**config.mk**
```make
export PLATFORM = sky130hd
export DESIGN_NAME = pipe_skid_reg
export DESIGN_NICKNAME = d
export VERILOG_FILES = /design/src/rtl/pipe_pkg.sv /design/src/rtl/flopenr.sv /design/src/rtl/pipe_skid_reg.sv
export SDC_FILE = /design/constraint.sdc
export NUM_CORES = 1
export LEC_CHECK = 0
export CORE_ASPECT_RATIO = 1.5
export CORE_MARGIN = 2
export CORE_UTILIZATION = 47
export CTS_BUF_LIST = sky130_fd_sc_hd__clkbuf_4
export CTS_CLUSTER_DIAMETER = 80
export DETAILED_ROUTE_END_ITERATION = 8
export GPL_TIMING_DRIVEN = 0
export HOLD_SLACK_MARGIN = 0.05
export PLACE_DENSITY_LB_ADDON = 0.1
export SKIP_CTS_REPAIR_TIMING = 1
export SLEW_MARGIN = 40
export SYNTH_ARGS = -nofsm -noshare
export SYNTH_HDL_FRONTEND = slang
export SYNTH_HIERARCHICAL = 1
export SYNTH_SLANG_ARGS = --single-unit
export TNS_END_PERCENT = 5
```
**constraint.sdc**
```tcl
create_clock -name clk -period 1.47 [get_ports clk]
set_input_delay 0.2205 -clock clk [delete_from_list [all_inputs] [get_ports clk]]
set_output_delay 0.2205 -clock clk [all_outputs]
set_load 0.005 [all_outputs]
```
**src/rtl/pipe_pkg.sv**
```systemverilog
// Shared constants and state type for the pipe_skid_reg skid buffer.
package pipe_pkg;

    localparam int unsigned DefaultWidth = 64;

    typedef enum logic [1:0] {
        EMPTY = 2'd0,
        ONE   = 2'd1,
        FULL  = 2'd2
    } state_e;

endpackage

```
**src/rtl/flopenr.sv**
```systemverilog
// N-bit enabled register with synchronous active-low clear to zero.
module flopenr
    import pipe_pkg::*;
#(
    parameter int unsigned N = DefaultWidth
) (
    input  logic         clk,
    input  logic         reset,
    input  logic         en_i,
    input  logic [N-1:0] d_i,
    output logic [N-1:0] q_o
);

    logic [N-1:0] data_d;
    logic [N-1:0] data_q;

    always_comb begin
        data_d = data_q;
        if (en_i) begin
            data_d = d_i;
        end
    end

    always_ff @(posedge clk) begin
        if (!reset) begin
            data_q <= '0;
        end else begin
            data_q <= data_d;
        end
    end

    assign q_o = data_q;

endmodule

```
**src/rtl/pipe_skid_reg.sv**
```systemverilog
// Two-entry skid buffer: fully registered valid/ready stage with 1 word/cycle throughput.
// Define PIPE_SKID_FLUSH_EN to add a synchronous active-high flush input.
module pipe_skid_reg
    import pipe_pkg::*;
#(
    parameter int unsigned N = DefaultWidth
) (
    input  logic         clk,
    input  logic         reset,
`ifdef PIPE_SKID_FLUSH_EN
    input  logic         flush,
`endif
    input  logic         in_valid,
    input  logic [N-1:0] in_data,
    output logic         in_ready,
    output logic         out_valid,
    output logic [N-1:0] out_data,
    input  logic         out_ready
);

    state_e       state_d;
    state_e       state_q;
    logic         main_en;
    logic [N-1:0] main_d;
    logic [N-1:0] main_q;
    logic         skid_en;
    logic [N-1:0] skid_q;
    logic         in_xfer;
    logic         out_xfer;

    assign in_ready  = (state_q != FULL);
    assign out_valid = (state_q != EMPTY);
    assign out_data  = main_q;

    assign in_xfer  = in_valid && in_ready;
    assign out_xfer = out_valid && out_ready;

    always_comb begin
        state_d = state_q;
        main_en = 1'b0;
        main_d  = in_data;
        skid_en = 1'b0;
        unique case (state_q)
            EMPTY: begin
                if (in_xfer) begin
                    state_d = ONE;
                    main_en = 1'b1;
                end
            end
            ONE: begin
                if (in_xfer && out_xfer) begin
                    main_en = 1'b1;
                end else if (in_xfer) begin
                    state_d = FULL;
                    skid_en = 1'b1;
                end else if (out_xfer) begin
                    state_d = EMPTY;
                end
            end
            FULL: begin
                // Skid word moves up; in_ready is low so nothing new enters.
                if (out_xfer) begin
                    state_d = ONE;
                    main_en = 1'b1;
                    main_d  = skid_q;
                end
            end
            default: state_d = EMPTY;
        endcase
`ifdef PIPE_SKID_FLUSH_EN
        // Drop everything but leave the data registers untouched.
        if (flush) begin
            state_d = EMPTY;
            main_en = 1'b0;
            skid_en = 1'b0;
        end
`endif
    end

    always_ff @(posedge clk) begin
        if (!reset) begin
            state_q <= EMPTY;
        end else begin
            state_q <= state_d;
        end
    end

    flopenr #(
        .N(N)
    ) u_main (
        .clk  (clk),
        .reset(reset),
        .en_i (main_en),
        .d_i  (main_d),
        .q_o  (main_q)
    );

    flopenr #(
        .N(N)
    ) u_skid (
        .clk  (clk),
        .reset(reset),
        .en_i (skid_en),
        .d_i  (in_data),
        .q_o  (skid_q)
    );

endmodule
```
Word level (Yosys, flattened, before mapping)
Index checks and enable logic that the tools add are counted.
{ "totals": {"regBits": 130, "out_inout_bits": 66} }
{ "classes": {"eq_ne": 7, "mux": 14, "reduce_logical": 6} }
{ "ops": {"columns": ["operator", "n"], "rows": [
  ["two-way mux 64 bit", 2],
  ["two-way mux 2 bit", 5],
  ["inequality test 2 bit, second input constant", 4],
  ["case mux 2 bit (3 select lines)", 1],
  ["two-way mux 1 bit", 5],
  ["AND reduction 4 bit", 1],
  ["logical AND 1 bit", 3],
  ["inequality test 3 bit, second input constant", 1],
  ["case mux 1 bit (3 select lines)", 1],
  ["equality test 2 x 1 -> 1 bit, second input constant", 1],
  ["equality test 2 bit, second input constant", 1],
  ["logical NOT 2 bit", 1],
  ["nonzero test 2 bit", 1]
]} }

Depth between registers and ports, before layout
Gate-level depths: netlist of run 1.
{ "logic_depth": {"ltp_word": 6, "ltp_mapped": 6, "mapped_depth_nobuf": 4} }

By module
Netlist of run 1, hierarchy kept.
{ "modules_own_cells": {"columns": ["mod", "n_inst", "cells_each", "area_per_inst_um2"], "rows": [
  ["flopenr", 2, 206, 2451.1],
  ["pipe_skid_reg", 1, 86, 1117.3]
]} }

Worst setup path before layout of run 1
OpenSTA, ideal clock, no wires.
{ "synth_path": {"path_kind": "reg-to-reg", "start": "register state_q[0]", "end": "register u_main.data_q[11] (netlist: u_main/q_o[11])", "setup_ns": 0.116, "arrival_ns": 1.296, "slack_ns": 0.058, "path_stages_with_launch": 7, "path_buffers": 2, "path_cell_list": "dfxtp_1 > nand3b_1 > buf_6 > buf_6 > mux2_4 > mux2i_1 > nor2b_1"} }
{ "synth_rtl": {"columns": ["element", "line_no", "text"], "rows": [
  ["start, declared", "pipe_skid_reg.sv:22", "state_e state_q;"],
  ["start signal, assigned", "pipe_skid_reg.sv:84", "state_q <= state_d;"],
  ["nonzero test 2 bit", "pipe_skid_reg.sv:32", "assign out_valid = (state_q != EMPTY);"],
  ["logical AND 1 bit", "pipe_skid_reg.sv:36", "assign out_xfer = out_valid && out_ready;"],
  ["two-way mux 64 bit", "pipe_skid_reg.sv:62", "if (out_xfer) begin"],
  ["two-way mux 64 bit *", "pipe_skid_reg.sv:43", "unique case (state_q)"],
  ["via main_d[11]", "pipe_skid_reg.sv:24", "logic [N-1:0] main_d;"],
  ["end signal, assigned", "flopenr.sv:28", "data_q <= data_d;"],
  ["end, declared", "flopenr.sv:15", "logic [N-1:0] data_q;"]
]} }
Mark *: on every way through the listed nets, which the timed path passes. The rest lies on a longest branch.
A chain may end at the register's enable or synchronous reset.

Worst setup path in the final report of run 1
{ "layout_path": {"start": "register state_q[1]", "end": "register u_main.data_q[47] (netlist: u_main/q_o[47])"} }
Same word-level chain as after synthesis.

==> results of run 1 <==
[area by class of cell]
type,count,share of cell area
multi-input combinational,332,0.367
sequential,130,0.317
timing repair buffer,149,0.205
buffer,35,0.0457
clock inverter,13,0.0246
tap,156,0.0231
clock buffer,19,0.0169
inverter,1,0.000445
antenna,1,0.000297
[final timing paths]
path	end	slack, ns	cells after the start	startpoint
setup / recovery	u_main/q_o[47]$_SDFFE_PN0P_	-0.32	9	state_q[1]$_SDFFE_PN0P_
hold / removal	state_q[0]$_SDFFE_PN0P_	0.32	3	reset
setup reg to reg	u_main/q_o[47]$_SDFFE_PN0P_	-0.32	9	state_q[1]$_SDFFE_PN0P_
hold reg to reg	u_main/q_o[51]$_SDFFE_PN0P_	0.51	2	u_main/q_o[51]$_SDFFE_PN0P_
[sequential cells by signal (all words and copies together) (netlist names)]
name        count
u_main/q_o     64
u_skid/q_o     64
state_q         2
[metal layers]
layer  vias up  global-route usage  part of all wire
met3         8              0.0561             0.050
met2        91               0.323              0.52
met4         0              0.0489            0.0098
li1       2035                   -                 -
met5         -                   0                 0
met1      1952               0.207              0.42
[cell usage in the layout (no fill, tap or decap)]
cell type | netlist | layout
mux2i_1 | 129 | 129
nor2b_1 | 128 | 128
dfxtp_1 | 130 | 76
clkdlybuf4s50_1 | 0 | 68
dlymetal6s2s_1 | 0 | 63
mux2_4 | 49 | 52
dfxtp_2 | 0 | 52
clkbuf_4 | 0 | 19
mux2_2 | 15 | 12
buf_8 | 12 | 12
clkbuf_1 | 12 | 12
buf_6 | 8 | 8
buf_12 | 0 | 6
clkbuf_16 | 0 | 6
buf_4 | 0 | 5
bufinv_16 | 0 | 5
clkbuf_2 | 2 | 4
nand3b_1 | 3 | 3
clkinvlp_4 | 0 | 2
clkinv_4 | 0 | 2
clkinv_1 | 0 | 2
inv_6 | 0 | 2
dfxtp_4 | 0 | 2
diode_2 | 0 | 1
or2_2 | 1 | 1
or2b_1 | 1 | 1
o21ai_0 | 1 | 1
nor4bb_1 | 1 | 1
inv_1 | 1 | 1
a211oi_1 | 1 | 1
or3b_2 | 1 | 1
or4b_1 | 1 | 1
a41oi_1 | 1 | 1
[per-stage QoR]
stage | util | setup slack, ns | power (mW) | std cells | hold WS, ns
CTS | 0.631 | -0.499 | 8.17 | 819 | 0.271
global placement | 0.603 | -0.471 | 5.23 | 787 | 0.492
finish | 0.674 | -0.320 | 8.06 | 836 | 0.323
global route | 0.674 | -0.387 | 8.44 | 836 | 0.296
detailed placement | 0.603 | -0.519 | 5.26 | 787 | 0.503
floorplan | - | 0.0577 | 4.63 | 498 | 0.299
[worst reg2reg max path, cell delays in order, from the launching register on]
cell,delay (ns)
dfxtp_4,0.37
buf_6,0.12
buf_6,0.10
nand3b_1,0.14
buf_6,0.13
buf_12,0.14
buf_12,0.13
mux2_4,0.29
mux2i_1,0.18
nor2b_1,0.08
[power groups by stage]
| stage | Sequential (mW) | Combinational, mW | Clock, mW |
|---|---|---|---|
| floorplan | 3.89 | 0.743 | 0 |
| global placement | 3.89 | 1.35 | 0 |
| detailed placement | 3.90 | 1.37 | 0 |
| CTS | 3.82 | 1.38 | 2.98 |
| global route | 3.86 | 1.46 | 3.12 |
| finish | 3.83 | 1.36 | 2.87 |
[cells by family (layout without fill, tap and decap cells)]
group,after synthesis,in the layout,share of synthesized area
muxes,193,193,0.365
and+or+nand+nor,136,136,0.144
DFF,130,130,0.432
buffers and inverters,36,217,0.0555
AOI/OAI and AO/OA,3,3,0.00353
other,0,1,0
==> flow_summary_export.csv, run 1 <==
group,metric,value,unit
outcome,run_status,"complete, but fails checks",
outcome,failed_checks,"setup timing",
pwr,net-switching-power,1.90,mW
clock_tree,ctsHtreeMaxLevel,4,
synth,yosys_register_bits,130,
clock_tree,clkTransAtPathRegs,0.12,ns
clock_tree,clkLatencyLatePin,0.50,ns
route,avgViaCountPerCell,4.89,
cells_and_area,syn2layout_area_growth,40.1,%
setup_path,critical_path.cell_chain,"buf_6 -> buf_6 -> nand3b_1 -> buf_6 -> buf_12 -> buf_12 -> mux2_4 -> mux2i_1 -> nor2b_1",
job,cap_viol_max_count,0,
min_path,worst_hold_path_type,"in -> reg",
setup_path,crit_buf_inv,5,
setup_path,timing.critical_path.fanout_max,6,
placed_design,place_hpwl,8.62,mm
synth,cell_type_contributing_the_most_total_cell_area_after_synthesis,"dfxtp_1",
synth,post_synthesis_sequential_area_ratio,0.432,
pwr,power_switching_share,0.236,
timing,fin_crit_sh,1.22,
setup_path,critical_path_at,2.17,ns
clock_tree,cts_made_buffers,17,
clock_tree,clk_sink_count,130,
synth,async_flop_share,0,
pwr,power.share.clock,0.357,
timing,drv_slew,0,
synth,synth_enable_flop_cells,0,
setup_path,cpPeakStageDelay,0.37,ns
floorplan,die_width,96.4,um
route,detailedRoute.firstPassIterationCount,4,
timing,grt_setup_unrepaired,"true",
cells_and_area,multi_input_comb_area,3090,sq um
setup_path,most_frequent_cell_on_critical_path,"buf_6",
pwr,power_density,955,nW/um^2
route,wl_per_cell,15.8,um
timing,setup_viol,110,
cells_and_area,final_layout_size_suffix_gt1_frac,0.281,
synth,synthCells,498,
floorplan,initial_utilization,0.481,
cells_and_area,final_net_count,734,
clock_tree,cts_root_buffer,"clkbuf_4",
floorplan,rows,50,
timing,fmaxAchievable,559,MHz
pwr,irDropWorstVdd,0.646,mV
floorplan,die_h,143,um
timing,fin_skew,0.0166,ns
placed_design,numPortBuffers,133,
synth,yosys.cell_types.count,20,
setup_path,critical_path_rt,1.85,ns
synth,post-synth-top-count-cell,"dfxtp_1",
global_routing,grt_first_pass_wirelength,19.5,mm
synth,synth_largest_type_area_fraction,0.432,
global_routing,antenna_found_initial,1,
floorplan,placeableCoreArea,12500,sq um
cells_and_area,fillerInstances,1010,
pwr,internal_power,6.16,mW
global_routing,grtUsageTotal,0.182,
clock_tree,clk_path_buf_depth,2,
cells_and_area,register_area,2680,sq um
cells_and_area,fin_area,8430,sq um
timing,max_slew_margin,0.720,
setup_path,cp_slowest_cell,"dfxtp_4",
route,detailedRoute.firstIterationViolations,117,
synth,syn_area_per_cell,12.1,sq um
global_routing,largest_net_degree_at_the_start_of_global_routing,17,
timing,fin_ws,-0.320,ns
clock_tree,clock_tree_from_tritoncts,"done",
timing,worst-slew-pin-transition,0.420,ns
synth,synth_flop_cell,"dfxtp_1",
synth,netlist_area,6020,sq um
route,drt_drc_violations_left,0,
timing,timing.final.hold_violations,0,
synth,yosys_warnings,6,
global_routing,overflow,0,
setup_path,critPathTopFamily,"buffers and inverters",
placed_design,place_congestion,0.772,
route,ant_nets,0,
placed_design,place_area,7550,sq um
floorplan,die_area,13700,sq um
setup_path,critical_path_class,"reg -> reg",
pwr,power.combinational.fraction,0.168,
floorplan,ios,134,
pwr,seqPwrFrac,0.475,
timing,totalNegativeSetupSlack,-16.53,ns
global_routing,number_of_global_route_vias_before_repair,4046,
synth,post_synth_main_area_contributors,"dfxtp_1, mux2i_1, nor2b_1, mux2_4, buf_8",
synth,synth_cell_count_leaders,"dfxtp_1, mux2i_1, nor2b_1, mux2_4, mux2_2",
route,vias,4086,
synth,post_synthesis_net_count,566,
setup_path,critical_path.endpoint_type,"register",
setup_path,startpoint_type,"register",
route,drt-total-wl,13.2,mm
pwr,power_leakage,4.35,nW
timing,final.min_clock_period,1.79,ns
Power figures use the tool's default switching activity.
==> run 2, diff against run 1 <==
Settings changed: CORE_UTILIZATION 47 to 56, GPL_ROUTABILITY_DRIVEN set to 0.
Clock period 1.47 ns to 2.1 ns, I/O delays scaled along.
==> flow_summary_export.csv, run 2 (synthesis gave the netlist of run 1 again) <==
group,metric,value,unit
clock_tree,clk_path_buf_depth,2,
clock_tree,clk_sink_count,130,
floorplan,ios,134,
clock_tree,clkLatencyLatePin,0.52,ns
timing,final.min_clock_period,1.95,ns
setup_path,cpPeakStageDelay,0.45,ns
cells_and_area,syn2layout_area_growth,30.9,%
setup_path,critical_path_rt,1.78,ns
setup_path,crit-reg2reg-launch,"state_q[0]$_SDFFE_PN0P_",
cells_and_area,final_layout_size_suffix_gt1_frac,0.181,
cells_and_area,most_used_cells_in_the_layout_excluding_fill_and_tap_cells,"clkdlybuf4s50_1, mux2i_1, dfxtp_1",
min_path,hold_end,"state_q[1]$_SDFFE_PN0P_",
placed_design,numPortBuffers,133,
route,detailedRoute.firstIterationViolations,140,
placed_design,place_hpwl,8.94,mm
floorplan,placeableCoreArea,10500,sq um
floorplan,die_h,131,um
route,avgViaCountPerCell,5.02,
floorplan,die_area,11600,sq um
cells_and_area,mostFrequentLayoutCell,"clkdlybuf4s50_1",
clock_tree,cts_made_buffers,17,
timing,fmaxAchievable,513,MHz
min_path,timing.hold.worst.start,"reset",
route,drt_drc_violations_left,0,
setup_path,critPathTopFamily,"buffers and inverters",
global_routing,grtUsageTotal,0.225,
route,detailedRoute.firstPassIterationCount,4,
pwr,power_density,716,nW/um^2
pwr,power_leakage,3.16,nW
setup_path,critical_path_at,1.64,ns
route,vias,4057,
setup_path,critical_path.endpoint_type,"output pin",
route,ant_nets,0,
clock_tree,ctsHtreeMaxLevel,4,
setup_path,timing.reg2reg.setup_slack,0.50,ns
timing,fin_ws,0.149,ns
timing,grt_setup_unrepaired,"false",
route,drt-total-wl,12.6,mm
timing,fin_crit_sh,0.929,
min_path,worst_hold_path_type,"in -> reg",
min_path,hold_depth,3,
timing,fin_skew,0.0186,ns
floorplan,die_width,88.7,um
global_routing,overflow,0,
cells_and_area,final_core_util,0.748,
clock_tree,cts_root_buffer,"clkbuf_4",
cells_and_area,final_net_count,718,
clock_tree,clkTransAtPathRegs,0.12,ns
timing,setup_viol,0,
outcome,run_status,"finished clean",
floorplan,rows,46,
job,cap_viol_max_count,0,
timing,worst-slew-pin-transition,0.434,ns
setup_path,critical_path.cell_chain,"or2b_1 -> clkdlybuf4s50_1",
setup_path,rr_worst_depth,6,
setup_path,crit_buf_inv,1,
floorplan,initial_utilization,0.572,
pwr,irDropWorstVdd,0.541,mV
global_routing,largest_net_degree_at_the_start_of_global_routing,17,
setup_path,cp_slowest_cell,"clkdlybuf4s50_1",
route,wl_per_cell,15.6,um
timing,max_slew_margin,0.711,
timing,timing.final.hold_violations,0,
timing,drv_slew,0,
global_routing,antenna_found_initial,1,
setup_path,rr_endpoint,"u_main/q_o[17]$_SDFFE_PN0P_",
global_routing,grt_first_pass_wirelength,20.1,mm
setup_path,startpoint_type,"register",
global_routing,number_of_global_route_vias_before_repair,4192,
setup_path,critical_path_class,"reg -> out",
clock_tree,clock_tree_from_tritoncts,"done",
setup_path,timing.critical_path.fanout_max,9,
placed_design,dp_worst_setup_slack,-0.0290,ns
run 2: cell count changes in the layout (fill, tap and decap cells not counted), moves of 2 or more:
cell,delta
buf_4,-5
dfxtp_2,-51
dfxtp_4,-2
mux2_2,+3
clkdlybuf4s50_1,+65
dfxtp_1,+53
clkbuf_2,-2
clkbuf_16,-6
buf_12,-6
dlymetal6s2s_1,-63
mux2_4,-3
run 2: worst max path at each step:
| stage | startpoint | endpoint | cells after the start |
|---|---|---|---|
| floorplan | state_q[0]$_SDFFE_PN0P_ | u_main/q_o[11]$_SDFFE_PN0P_ | 6 |
| global placement | in_valid | u_skid/q_o[39]$_SDFFE_PN0P_ | 6 |
| detailed placement | in_valid | u_skid/q_o[24]$_SDFFE_PN0P_ | 6 |
| CTS | state_q[1]$_SDFFE_PN0P_ | in_ready | 2 |
| global route | state_q[1]$_SDFFE_PN0P_ | in_ready | 2 |
| finish | state_q[1]$_SDFFE_PN0P_ | in_ready | 2 |
run 2: worst register-to-register path, delay by kind of cell, from the launching register on:
family | cells | cell delay [ns]
DFF | 1 | 0.43
buffers and inverters | 2 | 0.38
and+or+nand+nor | 2 | 0.24
muxes | 2 | 0.46
run 2: cell type report:
cell class | count | area [sq um]
tap | 144 | 180
clock buffer | 18 | 135
fill | 781 | 2650
inverter | 1 | 3.75
sequential | 130 | 2600
buffer | 35 | 330
clock inverter | 14 | 211
multi-input combinational | 332 | 3080
antenna | 1 | 2.50
timing repair buffer | 133 | 1330
run 2: metal layers:
metal  track usage  wire, um  up-vias
li1              -         -     1998
met1         0.245      5190     1964
met2         0.405      6800       85
met3        0.0754       507       10
met4        0.0713       128        0
met5             0         0        -
run 2: where the power goes:
| group | internal, mW | switching (mW) | leakage (nW) | total [mW] |
|---|---|---|---|---|
| combinational | 0.613 | 0.346 | 1.92 | 0.959 |
| clock | 1.07 | 0.941 | 0.174 | 2.02 |
| sequential | 2.60 | 0.0723 | 1.06 | 2.67 |
run 2: through the flow:
| stage | setup TNS, ns | cells | hold WS, ns | area, sq um | total power [mW] |
|---|---|---|---|---|---|
| floorplan | 0 | 498 | 0.393 | 6020 | 3.24 |
| global placement | 0 | 775 | 0.493 | 7530 | 3.66 |
| detailed placement | -0.0482 | 775 | 0.502 | 7530 | 3.69 |
| CTS | 0 | 807 | 0.357 | 7880 | 5.71 |
| global route | 0 | 808 | 0.367 | 7880 | 5.89 |
| finish | 0 | 808 | 0.411 | 7880 | 5.65 |
